===== src/rtl/fetch_pkg.sv =====
// Shared types and constants for the instruction-fetch front end.
// FETCH_ALIGN_CHK_EN adds the misaligned-PC fault bit to each queue entry.
package fetch_pkg;

    localparam int          XLEN_DEFAULT     = 32;
    localparam logic [31:0] RESET_PC_DEFAULT = 32'h0000_3000;
    localparam logic [31:0] NOP              = 32'h0000_0000;

    typedef struct packed {
        logic [XLEN_DEFAULT-1:0] pc;
        logic [XLEN_DEFAULT-1:0] instr;
`ifdef FETCH_ALIGN_CHK_EN
        logic                    exc;
`endif
    } fetch_entry_t;

endpackage


===== src/rtl/fetch_queue_unit_if.sv =====
// Instruction-memory and decode handshakes of the fetch front end.
// FETCH_ALIGN_CHK_EN adds d_exc to the decode side.
interface fetch_queue_unit_if
    import fetch_pkg::*;
#(
    parameter int XLEN = XLEN_DEFAULT
);
    logic            imem_req_valid;
    logic            imem_req_ready;
    logic [XLEN-1:0] imem_req_addr;
    logic            imem_rsp_valid;
    logic [XLEN-1:0] imem_rsp_data;
    logic            d_valid;
    logic            d_ready;
    logic [XLEN-1:0] d_instr;
    logic [XLEN-1:0] d_pc;
`ifdef FETCH_ALIGN_CHK_EN
    logic            d_exc;
`endif

    modport master (
        output imem_req_valid, imem_req_addr,
        input  imem_req_ready, imem_rsp_valid, imem_rsp_data,
        output d_valid, d_instr, d_pc,
`ifdef FETCH_ALIGN_CHK_EN
        output d_exc,
`endif
        input  d_ready
    );

    modport slave (
        input  imem_req_valid, imem_req_addr,
        output imem_req_ready, imem_rsp_valid, imem_rsp_data,
        input  d_valid, d_instr, d_pc,
`ifdef FETCH_ALIGN_CHK_EN
        input  d_exc,
`endif
        output d_ready
    );

endinterface


===== src/rtl/fetch_fifo.sv =====
// Synchronous FIFO with flush; DEPTH must be a power of two so the
// pointers wrap naturally. Push while full is accepted only with a pop.
module fetch_fifo #(
    parameter int WIDTH = 8,
    parameter int DEPTH = 4
) (
    input  logic                   clk,
    input  logic                   reset,
    input  logic                   flush,
    input  logic                   push,
    input  logic                   pop,
    input  logic [WIDTH-1:0]       din,
    output logic [WIDTH-1:0]       dout,
    output logic [$clog2(DEPTH):0] count,
    output logic                   full,
    output logic                   empty
);
    localparam int PW = $clog2(DEPTH);
    localparam int CW = PW + 1;

    logic [WIDTH-1:0] mem_q [DEPTH];
    logic [WIDTH-1:0] mem_d [DEPTH];
    logic [PW-1:0]    wr_q, wr_d, rd_q, rd_d;
    logic [CW-1:0]    cnt_q, cnt_d;
    logic             do_push, do_pop;

    assign empty   = (cnt_q == '0);
    assign full    = (cnt_q == CW'(DEPTH));
    assign do_pop  = pop && !empty;
    assign do_push = push && (!full || do_pop);

    always_comb begin
        mem_d = mem_q;
        wr_d  = wr_q;
        rd_d  = rd_q;
        cnt_d = cnt_q;
        if (flush) begin
            wr_d  = '0;
            rd_d  = '0;
            cnt_d = '0;
        end else begin
            if (do_push) begin
                mem_d[wr_q] = din;
                wr_d        = wr_q + PW'(1);
            end
            if (do_pop) begin
                rd_d = rd_q + PW'(1);
            end
            cnt_d = cnt_q + CW'(do_push) - CW'(do_pop);
        end
    end

    always_ff @(posedge clk) begin
        if (reset) begin
            wr_q  <= '0;
            rd_q  <= '0;
            cnt_q <= '0;
        end else begin
            wr_q  <= wr_d;
            rd_q  <= rd_d;
            cnt_q <= cnt_d;
        end
    end

    // Storage needs no reset: nothing reads it while count is zero.
    always_ff @(posedge clk) begin
        mem_q <= mem_d;
    end

    assign dout  = mem_q[rd_q];
    assign count = cnt_q;

endmodule


===== src/rtl/fetch_queue_unit.sv =====
// Fetch front end: owns the PC, issues in-order imem requests under a credit
// limit and queues {pc, instr} for decode. FETCH_ALIGN_CHK_EN enables the
// misaligned-PC fault entry; otherwise redirect targets are word-aligned.
module fetch_queue_unit
    import fetch_pkg::*;
#(
    parameter int              XLEN     = XLEN_DEFAULT,
    parameter int              DEPTH    = 4,
    parameter logic [XLEN-1:0] RESET_PC = XLEN'(RESET_PC_DEFAULT)
) (
    input  logic                clk,
    input  logic                reset,
    input  logic                redirect_valid,
    input  logic [XLEN-1:0]     redirect_pc,
    fetch_queue_unit_if.master  bus
);
    localparam int CNT_W = $clog2(DEPTH) + 1;

    typedef struct packed {
        logic [XLEN-1:0] pc;
        logic [XLEN-1:0] instr;
`ifdef FETCH_ALIGN_CHK_EN
        logic            exc;
`endif
    } entry_t;

    localparam int ENTRY_W = $bits(entry_t);

    logic [XLEN-1:0]  pc_q, pc_d;
    logic [CNT_W-1:0] drop_q, drop_d;
    logic [CNT_W-1:0] occ, inflight;
    logic [CNT_W:0]   credit_used;
    logic             has_credit;
    logic             issue_en;
    logic             req_fire;
    logic             q_push, q_pop, q_full, q_empty;
    entry_t           q_din, q_head;
    logic [XLEN-1:0]  addr_head;
    logic             addr_full, addr_empty;
    logic [XLEN-1:0]  redirect_tgt;
    logic             unused_ok;

    // Outstanding requests reserve queue slots, so a response always fits.
    assign credit_used = {1'b0, occ} + {1'b0, inflight};
    assign has_credit  = (credit_used < (CNT_W+1)'(DEPTH));

`ifdef FETCH_ALIGN_CHK_EN
    logic exc_done_q, exc_done_d;
    logic pc_aligned;

    assign pc_aligned   = (pc_q[1:0] == 2'b00);
    assign redirect_tgt = redirect_pc;
    assign issue_en     = !reset && !redirect_valid && has_credit && pc_aligned;
    assign unused_ok    = &{1'b0, q_full, addr_full, addr_empty};
`else
    assign redirect_tgt = {redirect_pc[XLEN-1:2], 2'b00};
    assign issue_en     = !reset && !redirect_valid && has_credit;
    assign unused_ok    = &{1'b0, q_full, addr_full, addr_empty, redirect_pc[1:0]};
`endif

    assign req_fire = issue_en && bus.imem_req_ready;
    assign q_pop    = !q_empty && bus.d_ready && !redirect_valid;

    always_comb begin
        pc_d        = pc_q;
        drop_d      = drop_q;
        q_push      = 1'b0;
        q_din.pc    = addr_head;
        q_din.instr = bus.imem_rsp_data;
`ifdef FETCH_ALIGN_CHK_EN
        q_din.exc   = 1'b0;
        exc_done_d  = exc_done_q;
`endif
        if (redirect_valid) begin
            pc_d   = redirect_tgt;
            // Every request still outstanding after this edge is stale; any
            // already marked for dropping is included in inflight.
            drop_d = inflight - CNT_W'(bus.imem_rsp_valid);
`ifdef FETCH_ALIGN_CHK_EN
            exc_done_d = 1'b0;
`endif
        end else begin
            if (req_fire) begin
                pc_d = pc_q + XLEN'(4);
            end
            if (bus.imem_rsp_valid) begin
                if (drop_q != '0) begin
                    drop_d = drop_q - CNT_W'(1);
                end else begin
                    q_push = 1'b1;
                end
            end
`ifdef FETCH_ALIGN_CHK_EN
            if (!pc_aligned && !exc_done_q && has_credit && !q_push) begin
                q_push      = 1'b1;
                q_din.pc    = pc_q;
                q_din.instr = XLEN'(NOP);
                q_din.exc   = 1'b1;
                exc_done_d  = 1'b1;
            end
`endif
        end
    end

    always_ff @(posedge clk) begin
        if (reset) begin
            pc_q   <= RESET_PC;
            drop_q <= '0;
        end else begin
            pc_q   <= pc_d;
            drop_q <= drop_d;
        end
    end

`ifdef FETCH_ALIGN_CHK_EN
    always_ff @(posedge clk) begin
        if (reset) begin
            exc_done_q <= 1'b0;
        end else begin
            exc_done_q <= exc_done_d;
        end
    end
`endif

    fetch_fifo #(
        .WIDTH (ENTRY_W),
        .DEPTH (DEPTH)
    ) u_queue (
        .clk   (clk),
        .reset (reset),
        .flush (redirect_valid),
        .push  (q_push),
        .pop   (q_pop),
        .din   (q_din),
        .dout  (q_head),
        .count (occ),
        .full  (q_full),
        .empty (q_empty)
    );

    // Address FIFO tracks issued PCs in order; it is never flushed so that
    // it stays aligned with responses still owed by the memory.
    fetch_fifo #(
        .WIDTH (XLEN),
        .DEPTH (DEPTH)
    ) u_addr_fifo (
        .clk   (clk),
        .reset (reset),
        .flush (1'b0),
        .push  (req_fire),
        .pop   (bus.imem_rsp_valid),
        .din   (pc_q),
        .dout  (addr_head),
        .count (inflight),
        .full  (addr_full),
        .empty (addr_empty)
    );

    assign bus.imem_req_valid = issue_en;
    assign bus.imem_req_addr  = pc_q;
    assign bus.d_valid        = !q_empty;
    assign bus.d_instr        = q_empty ? XLEN'(NOP) : q_head.instr;
    assign bus.d_pc           = q_empty ? '0 : q_head.pc;
`ifdef FETCH_ALIGN_CHK_EN
    assign bus.d_exc          = !q_empty && q_head.exc;
`endif

endmodule


===== src/flat_wrapper.sv =====
// flat-port wrapper written by rule: the top's interface ports become plain ports
module fetch_queue_unit_flat import fetch_pkg::*;
#(
    parameter int              XLEN     = XLEN_DEFAULT,
    parameter int              DEPTH    = 4,
    parameter logic [XLEN-1:0] RESET_PC = XLEN'(RESET_PC_DEFAULT)
)
  (clk, reset, redirect_valid, redirect_pc, bus_imem_req_valid, bus_imem_req_addr, bus_imem_req_ready, bus_imem_rsp_valid, bus_imem_rsp_data, bus_d_valid, bus_d_instr, bus_d_pc, bus_d_ready);
  fetch_queue_unit_if #(.XLEN(XLEN)) bus_i ();
  input  logic clk;
  input  logic reset;
  input  logic redirect_valid;
  input  logic [XLEN-1:0] redirect_pc;
  output wire logic [$bits(bus_i.imem_req_valid)-1:0] bus_imem_req_valid;
  output wire logic [$bits(bus_i.imem_req_addr)-1:0] bus_imem_req_addr;
  input wire logic [$bits(bus_i.imem_req_ready)-1:0] bus_imem_req_ready;
  input wire logic [$bits(bus_i.imem_rsp_valid)-1:0] bus_imem_rsp_valid;
  input wire logic [$bits(bus_i.imem_rsp_data)-1:0] bus_imem_rsp_data;
  output wire logic [$bits(bus_i.d_valid)-1:0] bus_d_valid;
  output wire logic [$bits(bus_i.d_instr)-1:0] bus_d_instr;
  output wire logic [$bits(bus_i.d_pc)-1:0] bus_d_pc;
  input wire logic [$bits(bus_i.d_ready)-1:0] bus_d_ready;
  assign bus_imem_req_valid = bus_i.imem_req_valid;
  assign bus_imem_req_addr = bus_i.imem_req_addr;
  assign bus_i.imem_req_ready = bus_imem_req_ready;
  assign bus_i.imem_rsp_valid = bus_imem_rsp_valid;
  assign bus_i.imem_rsp_data = bus_imem_rsp_data;
  assign bus_d_valid = bus_i.d_valid;
  assign bus_d_instr = bus_i.d_instr;
  assign bus_d_pc = bus_i.d_pc;
  assign bus_i.d_ready = bus_d_ready;
  fetch_queue_unit #(.XLEN(XLEN), .DEPTH(DEPTH), .RESET_PC(RESET_PC)) u_core (.clk(clk), .reset(reset), .redirect_valid(redirect_valid), .redirect_pc(redirect_pc), .bus(bus_i));
endmodule

===== config.mk =====
export PLATFORM = sky130hd
export DESIGN_NAME = fetch_queue_unit_flat
export DESIGN_NICKNAME = d
export VERILOG_FILES = /design/src/rtl/fetch_pkg.sv /design/src/rtl/fetch_queue_unit_if.sv /design/src/rtl/fetch_fifo.sv /design/src/rtl/fetch_queue_unit.sv /design/src/flat_wrapper.sv
export SDC_FILE = /design/constraint.sdc
export NUM_CORES = 1
export LEC_CHECK = 0
export ABC_CLOCK_PERIOD_IN_PS = 6600
export CORE_ASPECT_RATIO = 0.75
export CORE_MARGIN = 4
export CORE_UTILIZATION = 45
export CTS_CLUSTER_DIAMETER = 80
export DETAILED_ROUTE_END_ITERATION = 10
export DONT_BUFFER_PORTS = 1
export SLEW_MARGIN = 5
export SYNTH_ARGS = -nofsm -noshare
export SYNTH_HDL_FRONTEND = slang
export SYNTH_SLANG_ARGS = --single-unit
export TNS_END_PERCENT = 100

===== constraint.sdc =====
create_clock -name clk -period 6.6 [get_ports clk]
set_clock_uncertainty 0.1 [all_clocks]
set_input_delay 1.32 -clock clk [delete_from_list [all_inputs] [get_ports clk]]
set_output_delay 1.32 -clock clk [all_outputs]
set_load 0.03 [all_outputs]

==> results of run 1 <==
[logic make-up (layout without fill, tap and decap cells)]
family	Yosys count	in the layout	share of synthesized area, %
mux	95	95	12.7
compound gates	73	73	2.96
other cells	1	6	0.0227
xor+xnor	18	18	0.954
fa+ha+maj	21	21	1.68
flops	415	415	72.6
simple gates	208	208	7.25
buf+inv	71	108	1.85
[state kept, by name (all words and copies together) (netlist names), 3 cells and up]
signal,count
u_core.bus.imem_req_addr,30
u_core.drop_q,3
u_core.u_addr_fifo.count,3
u_core.u_addr_fifo.mem_q,120
u_core.u_queue.count,3
u_core.u_queue.mem_q,248
[worst max-delay path by stage]
stage                           startpoint                       to  slack [ns]  depth (start not counted)
floorplan                   redirect_valid  u_core.u_queue.mem_q[0]        2.54                          3
detailed placement  u_core.u_queue.rd_q[0]          bus_d_instr[21]        2.61                          3
finish              u_core.u_queue.rd_q[0]          bus_d_instr[20]        2.20                          3
global route        u_core.u_queue.rd_q[0]          bus_d_instr[20]        1.89                          3
CTS                 u_core.u_queue.rd_q[0]          bus_d_instr[21]        2.03                          3
global placement    u_core.u_queue.rd_q[0]          bus_d_instr[13]        2.63                          3
[through the flow]
step	util, %	setup slack [ns]
finish	50.8	2.20
global route	50.8	1.89
CTS	50.8	2.03
detailed placement	47.2	2.61
global placement	47.2	2.63
floorplan	-	2.54
[power breakdown]
group / internal (W) / switching (W)
Sequential: 0.00302 / 0.000103
Clock: 0.00131 / 0.000931
Combinational: 0.000240 / 0.000336
Total: 0.00457 / 0.00137
[worst register-to-register path: stages (launching register included)]
cell	delay, ns
dfxtp_1	0.45
ha_1	0.28
nor3_2	0.25
nand4_2	0.12
buf_4	0.26
nor2_1	0.38
inv_1	0.09
ha_1	0.28
inv_1	0.04
ha_1	0.18
fa_1	0.38
xnor2_1	0.16
nor2_1	0.05
[layout make-up]
| cell class | count | share of cell area [%] |
|---|---|---|
| inverters | 23 | 0.472 |
| multi-input cells | 419 | 23.3 |
| clock buffers | 49 | 5.82 |
| clock inverters | 23 | 1.17 |
| flip-flops and latches | 415 | 65.5 |
| diodes | 2 | 0.0273 |
| well taps | 465 | 3.18 |
| repair buffers | 13 | 0.533 |
[layout by cell type, fill, tap and decap left out, drive strengths merged, types with 3 or more instances in the layout]
cell type / Yosys / layout
mux4: 92 / 92
nor4: 4 / 4
buf: 28 / 13
a311oi: 5 / 5
a22oi: 5 / 5
and3: 6 / 6
xnor2: 12 / 12
o21ai: 10 / 10
clkbuf: 20 / 49
nor2: 29 / 29
inv: 23 / 23
ha: 19 / 19
o311ai: 6 / 6
nand3: 19 / 19
nor2b: 66 / 66
and4: 6 / 6
a32oi: 4 / 4
a221oi: 3 / 3
nand2: 27 / 27
nor3: 13 / 13
xor2: 6 / 6
nand4: 14 / 14
a211oi: 3 / 3
a31oi: 5 / 5
nor4b: 3 / 3
bufinv: 0 / 4
and2: 14 / 14
dfxtp: 47 / 47
edfxtp: 368 / 368
clkinv: 0 / 18
conb: 1 / 4
a21oi: 23 / 23
o31a: 3 / 3
[routing by layer]
metal / vias to the layer above / wire [um] / track usage, % / share of wire, %
met3: 48 / 2240 / 4.75 / 6.3
li1: 3600 / - / - / -
met5: - / 33 / 0 / 0.093
met2: 191 / 16700 / 28.4 / 47
met1: 4230 / 15800 / 24.9 / 45
met4: 4 / 676 / 4.08 / 1.9
==> results.toml, run 1 <==
[outcome]
status = "completed"

[die]
fp-row-count = 60
io_pins = 168
die_x_um = 229
core-area_sq_um = 36000
dieArea_sq_um = 39900
start_util_pct = 45.9
die_h_um = 174

[place]
dpl.cell_count = 1335
gp_congestion = 0.765
postPlaceCellArea_sq_um = 17000
hpwlAfterDp_um = 20700
port-buffer-count = 0

[power_and_ir_drop]
power_leakage_nw = 5.67
ir_drop_uv = 183
total_power_w = 0.00594
power_density_nw_per_um2 = 325

[drt]
drtPass1Iterations = 5
wl_per_cell_um = 25.1
postRouteAntennaNets = 0
drt-total-wl_um = 35400
num_vias = 8073
drcViolationCount = 0
drt_iter0_drc = 557
vias_per_cell = 5.73

[setup_path]
critPathTopFamily = "flip-flops"
worst_path_max_delay_cell = "dfxtp_4"
timing.critical_path.buf_inv = 1
ff2ff_path_depth = 12
worstPathArrival_ns = 2.98
critPathKind = "flip-flop to primary output"
worstPathRequired_ns = 5.18
worst_setup_path_start_kind = "flip-flop"
crit_fanout = 44
r2r-end = "u_core.u_addr_fifo.count[2]"
path_cells = "buf_4, mux4_2, nor2b_1"
reg2reg_slack_ns = 3.49
critical_path.max_stage_delay_ns = 1.01
reg2reg_from = "u_core.u_addr_fifo.count[2]"
cp-end-kind = "primary output"

[grt]
grt_pass1_wl_um = 54000
gr-usage-all-layers_pct = 17.8
antenna_found_initial = 4
grt_max_degree = 64
grt_pass1_vias = 8464
grt_overflow = 0

[sta]
period_minus_slack_ns = 4.40
setup_violations = 0
worst_hold_slack_ns = 0.413
tns_ns = 0
finalHoldViolCount = 0
worst_slew_pin_slew_ns = 1.12
drv_slew = 0
period_share_pct = 66.6
rsz0062_at_grt = "no"
slew-limit-headroom_pct = 25.3
fmax_ghz = 0.227

[clock_network]
clock_latency_ns = 0.52
postCtsHoldBufs = 0
cts_buffer_depth = 3
post_cts_resized = 0
cts.clk_slew.worst_paths_ns = 0.07
cts_setup_buffers = 0
cts.sinks = 415
cts_tree = "done"
root_buffer = "clkbuf_16"
cts_made_buffers = 41
h-tree-depth = 2

[synthesis]
synth_area_leaders = "edfxtp_1, mux4_2, dfxtp_1, nor2b_1, ha_1"
ys_warn_count = 0
ys_seq_area_share_pct = 72.6
async_reset_ff_share_pct = 0
synth.most_common_cell = "edfxtp_1"
synth_top_area_share_pct = 66.9
synth-edff-count = 368
post-synth-top-area-cell = "edfxtp_1"
avgSynthCellArea_sq_um = 18.3
synthFlopType = "edfxtp_1"
ys_seq_elements = 415
synthTopCellsByCount = "edfxtp_1, mux4_2, nor2b_1"
yosysUniqueCellTypes = 51
synth_area_sq_um = 16500
synth_cells = 902

[final_layout]
stdcell_area_sq_um = 18300
final_cells = 1409
drive_above_1_share_pct = 19.2
multi_input_area_sq_um = 4260
num-fill-cells = 2942
nNetsFinal = 1004
seq_area_sq_um = 12000
syn2layout_area_growth_pct = 10.8

[worst_hold_path]
whs_endpoint = "u_core.u_addr_fifo.wr_q[1]"
hold_class = "flip-flop to flip-flop"
holdPathStages = 2
holdCritStartpoint = "u_core.u_addr_fifo.wr_q[1]"

[flow_run]
max_cap_viol_count = 0
Power figures use the tool's default switching activity.
==> run 2, diff against run 1 <==
Settings changed: ABC_CLOCK_PERIOD_IN_PS 6600 to 3800.
Clock period 6.6 ns to 3.8 ns, I/O delays scaled along.
==> run 2 against run 1 <==
  * Worst setup slack got worse by 1.6 ns
  * Sequential cell count is the same
  * Non-clock buffer count up 26
  * Power rose by 77%
  * Critical path type unchanged
  * Critical endpoint is now bus_d_pc[27]
  * Largest power group unchanged
==> results.toml, run 2 (synthesized netlist as in run 1, its figures left out) <==
[clock_network]
cts.clk_slew.worst_paths_ns = 0.06
root_buffer = "clkbuf_16"
cts_setup_buffers = 0
cts_buffer_depth = 3
cts.sinks = 415
cts_made_buffers = 42
postCtsHoldBufs = 0
clock_latency_ns = 0.54
h-tree-depth = 2
cts_tree = "done"
post_cts_resized = 0

[final_layout]
num-fill-cells = 2903
syn2layout_area_growth_pct = 13.1
final_common_cell = "edfxtp_1"
nNetsFinal = 1031
stdcell_area_sq_um = 18700
largest_register = "u_core.u_queue.mem_q"
largest_reg_flops = 248
drive_above_1_share_pct = 21.9
final_cell_mix = "edfxtp_1, mux4_2, nor2b_1, clkbuf_16, dfxtp_1"

[drt]
drcViolationCount = 0
postRouteAntennaNets = 0
num_vias = 8294
drtPass1Iterations = 5
wl_per_cell_um = 25.1
drt-total-wl_um = 36100
vias_per_cell = 5.76
drt_iter0_drc = 666

[setup_path]
worst_setup_path_start_kind = "flip-flop"
critPathTopFamily = "flip-flops"
critPathKind = "flip-flop to primary output"
critical_path.max_stage_delay_ns = 0.58
cp-end-kind = "primary output"
worst_path_max_delay_cell = "dfxtp_4"
worstPathArrival_ns = 2.31
crit_fanout = 28
timing.critical_path.buf_inv = 2
worstPathRequired_ns = 2.94
path_cells = "buf_12, mux4_2, nor2b_1, buf_4"

[sta]
drv_slew = 0
period_share_pct = 83.4
rsz0062_at_grt = "no"
finalHoldViolCount = 0
worst_slew_pin_slew_ns = 0.843
tns_ns = 0
period_minus_slack_ns = 3.17
fmax_ghz = 0.315
setup_violations = 0
worst_hold_slack_ns = 0.183
slew-limit-headroom_pct = 43.6

[place]
gp_congestion = 0.776
postPlaceCellArea_sq_um = 17300
hpwlAfterDp_um = 22900
port-buffer-count = 0

[die]
fp-row-count = 60
die_h_um = 174
io_pins = 168
start_util_pct = 45.9
die_x_um = 229
core-area_sq_um = 36000
dieArea_sq_um = 39900

[grt]
grt_max_degree = 44
gr-usage-all-layers_pct = 18.1
antenna_found_initial = 3
grt_pass1_wl_um = 55100
grt_overflow = 0
grt_pass1_vias = 8605

[power_and_ir_drop]
ir_drop_uv = 285
power_density_nw_per_um2 = 564
power_leakage_nw = 5.88

[outcome]
status = "completed"

[worst_hold_path]
hold_class = "input port to flip-flop"

[flow_run]
max_cap_viol_count = 0
run 2: cell count changes in the layout (fill, tap and decap cells not counted):
cell,delta
buf_4,+18
clkbuf_8,+5
buf_12,+8
clkinv_1,-1
clkbuf_16,+4
clkinv_4,-1
diode_2,-1
bufinv_16,-2
run 2: layout make-up:
class / instances / area, sq um / share of cell area (%)
clock inverters: 19 / 141 / 0.756
flip-flops and latches: 415 / 12000 / 64.2
repair buffers: 39 / 393 / 2.10
well taps: 465 / 582 / 3.11
multi-input cells: 419 / 4260 / 22.8
clock buffers: 58 / 1230 / 6.61
inverters: 23 / 86.3 / 0.462
diodes: 1 / 2.50 / 0.0134
run 2: worst reg2reg max path, cell delays in order (launching register included):
cell and delay, ns:
dfxtp_1 0.44, ha_1 0.28, nor3_2 0.26, nand4_2 0.14
nor2_1 0.35, inv_1 0.09, ha_1 0.29, inv_1 0.04
ha_1 0.18, fa_1 0.37, xnor2_1 0.16, nor2_1 0.06
run 2: layer usage:
layer | share of wire [%] | global-route usage, % | up-vias
li1 | - | - | 3667
met1 | 44 | 25.6 | 4338
met2 | 47 | 28.3 | 232
met3 | 7.2 | 5.08 | 53
met4 | 2.0 | 4.56 | 4
met5 | 0.075 | 0 | -
run 2: worst paths after layout:
path                            endpoint  cells past startpoint                   startpoint  slack (ns)
max                         bus_d_pc[27]                      4       u_core.u_queue.rd_q[0]        0.63
min          u_core.u_addr_fifo.count[1]                      1                        reset        0.18
max reg2reg  u_core.u_addr_fifo.count[2]                     11  u_core.u_addr_fifo.count[2]        0.94
min reg2reg   u_core.u_addr_fifo.wr_q[1]                      2   u_core.u_addr_fifo.wr_q[1]        0.42
run 2: where the power goes:
group	total [W]	switching, W	internal [W]
logic	0.00101	0.000574	0.000441
registers	0.00545	0.000194	0.00525
clock network	0.00408	0.00168	0.00241
total	0.0105	0.00245	0.00810
run 2: stage by stage:
step	utilization (%)	worst slack [ns]	std cells	power, W
final	51.9	0.629	1439	0.0105
after global routing	51.9	0.475	1439	0.0110
after CTS	51.9	0.541	1438	0.0107
after detailed placement	48.1	0.903	1361	0.00658
after global placement	48.1	0.896	1361	0.00655
after floorplan	-	0.300	905	0.00628
==> variant (settings of run 2) <==
`DEPTH` is set to 4 in 3 places; all go to 2.
--- a/src/rtl/fetch_fifo.sv
+++ b/src/rtl/fetch_fifo.sv
@@ -3,5 +3,5 @@
 module fetch_fifo #(
     parameter int WIDTH = 8,
-    parameter int DEPTH = 4
+    parameter int DEPTH = 2
 ) (
     input  logic                   clk,
--- a/src/rtl/fetch_queue_unit.sv
+++ b/src/rtl/fetch_queue_unit.sv
@@ -6,5 +6,5 @@
 #(
     parameter int              XLEN     = XLEN_DEFAULT,
-    parameter int              DEPTH    = 4,
+    parameter int              DEPTH    = 2,
     parameter logic [XLEN-1:0] RESET_PC = XLEN'(RESET_PC_DEFAULT)
 ) (
--- a/src/flat_wrapper.sv
+++ b/src/flat_wrapper.sv
@@ -3,5 +3,5 @@
 #(
     parameter int              XLEN     = XLEN_DEFAULT,
-    parameter int              DEPTH    = 4,
+    parameter int              DEPTH    = 2,
     parameter logic [XLEN-1:0] RESET_PC = XLEN'(RESET_PC_DEFAULT)
 )
Check against the original RTL: not equivalent (Yosys sat finds a counterexample within 4 cycles, from zero or initial values and one cycle with reset high).
==> variant against run 2 <==
- final area fell by 44%
- power down 45%
- wire length down 41%
- area after synthesis fell by 43%
- register-to-register slack worse by 270 ps
- sequential cell count down 191
- synthesized cell count fell by 24%
- setup slack gained 36 ps
- critical endpoint is now u_core.u_addr_fifo.count[1]
- largest cell class unchanged
- largest power group unchanged
- highest routed layer unchanged
==> variant: results (changes against run 2) <==
Status
  • Status: completed

Setup path
  • Worst Setup SP: u_core.u_queue.count[0]
  • R2r endpoint: u_core.u_addr_fifo.count[1]
  • Crit-path slowest cell: fa_1
  • RR Startpoint: u_core.u_queue.count[0]
  • Worst EP arrival: 3440 ps (+1130 ps)
  • Top delay family on crit path: adder cells

Finish
  • Nets: 767 (-26%)
  • Max reg flops: 124 (-50%)
  • Share of layout cells above drive strength 1: 13.3% (-8.6 points)
  • ANT cells: 0 (-1)

Logic synthesis
  • Synth cell types: 61 (+20%)
  • EDFF count, synth: 184 (-50%)
  • Ranking of synthesized cells by area: edfxtp_1 (59%), dfxtp_1 (8.5%), mux2i_1 (6.8%)
  • Post-synth top cells: edfxtp_1 (184), nor2_1 (102), mux2i_1 (64), dfxtp_1 (40), nand2_1 (32)

Power
  • Leak: 3.35 nW (-43%)
  • Pint: 4.34 mW (-46%)
  • Max IR drop VDD: 0.000251 V (-12%)

Placement
  • Pre-CTS setup slack: 709 ps (-194 ps)
  • Global placement routability congestion: 0.858 (+11%)
  • Post-DP HPWL: 13,700 µm (-40%)
  • Placed Instance Area: 9710 µm² (-44%)

Clock network
  • H-Tree Depth: 1 (-1)
  • CTS Buf Count: 23 (-45%)

GRT
  • Total track usage: 17.9% (-0.29 points)
  • Vias in the first global route: 5,606 (-35%)

Timing
  • Worst Max-Slew Pin Slew: 947 ps (+104 ps)
[variant: cell count changes after synthesis, sizes merged, moves of 12 or more]
cell / delta
edfxtp: -184
a21oi: -12
nor2: +73
mux4: -92
nor2b: -64
mux2: +29
ha: -12
mux2i: +62
[variant: area by class of cell]
class                   instances  area, µm²
repair buffers                 14        118
fillers                      1754       9930
multi-input cells             410       2850
clock inverters                11       98.8
clock buffers                  31        636
inverters                      16       60.1
flip-flops and latches        224       6330
well taps                     282        353
[variant: per-stage QoR]
stage	hold WS, ps	cells
2_1_floorplan	398	687
3_3_place_gp	440	946
3_5_place_dp	450	946
4_1_cts	199	988
5_1_grt	195	988
6_report	212	988
[variant: cell families (layout without fill, tap and decap cells)]
group,count (synthesis),in the layout,synth area share [%]
AO/OA/AOI/OAI,59,59,4.58
buffers and inverters,53,72,2.69
AND/OR/NAND/NOR,226,226,12.0
flip-flops,224,224,67.3
adder cells (fa/ha/maj),8,8,1.15
XOR/XNOR,19,19,1.77
multiplexers,94,94,10.4
other,1,4,0.0399
[variant: power groups by stage]
| stage | registers (mW) | logic (mW) | clock network [mW] |
|---|---|---|---|
| floorplan | 3.02 | 0.479 | 0 |
| global placement | 3.06 | 0.580 | 0 |
| detailed placement | 3.07 | 0.595 | 0 |
| CTS | 3.01 | 0.600 | 2.22 |
| global route | 3.03 | 0.649 | 2.34 |
| finish | 3.01 | 0.589 | 2.18 |
[variant: per-layer routing]
| metal | up-vias | part of all wire [%] | wire length (µm) | track usage, % |
|---|---|---|---|---|
| met4 | 2 | 2.2 | 469 | 4.49 |
| met5 | - | 0.095 | 20 | 0 |
| met3 | 36 | 8.7 | 1840 | 6.50 |
| met1 | 2717 | 43 | 9190 | 23.9 |
| met2 | 168 | 45 | 9610 | 28.0 |
| li1 | 2568 | - | - | - |
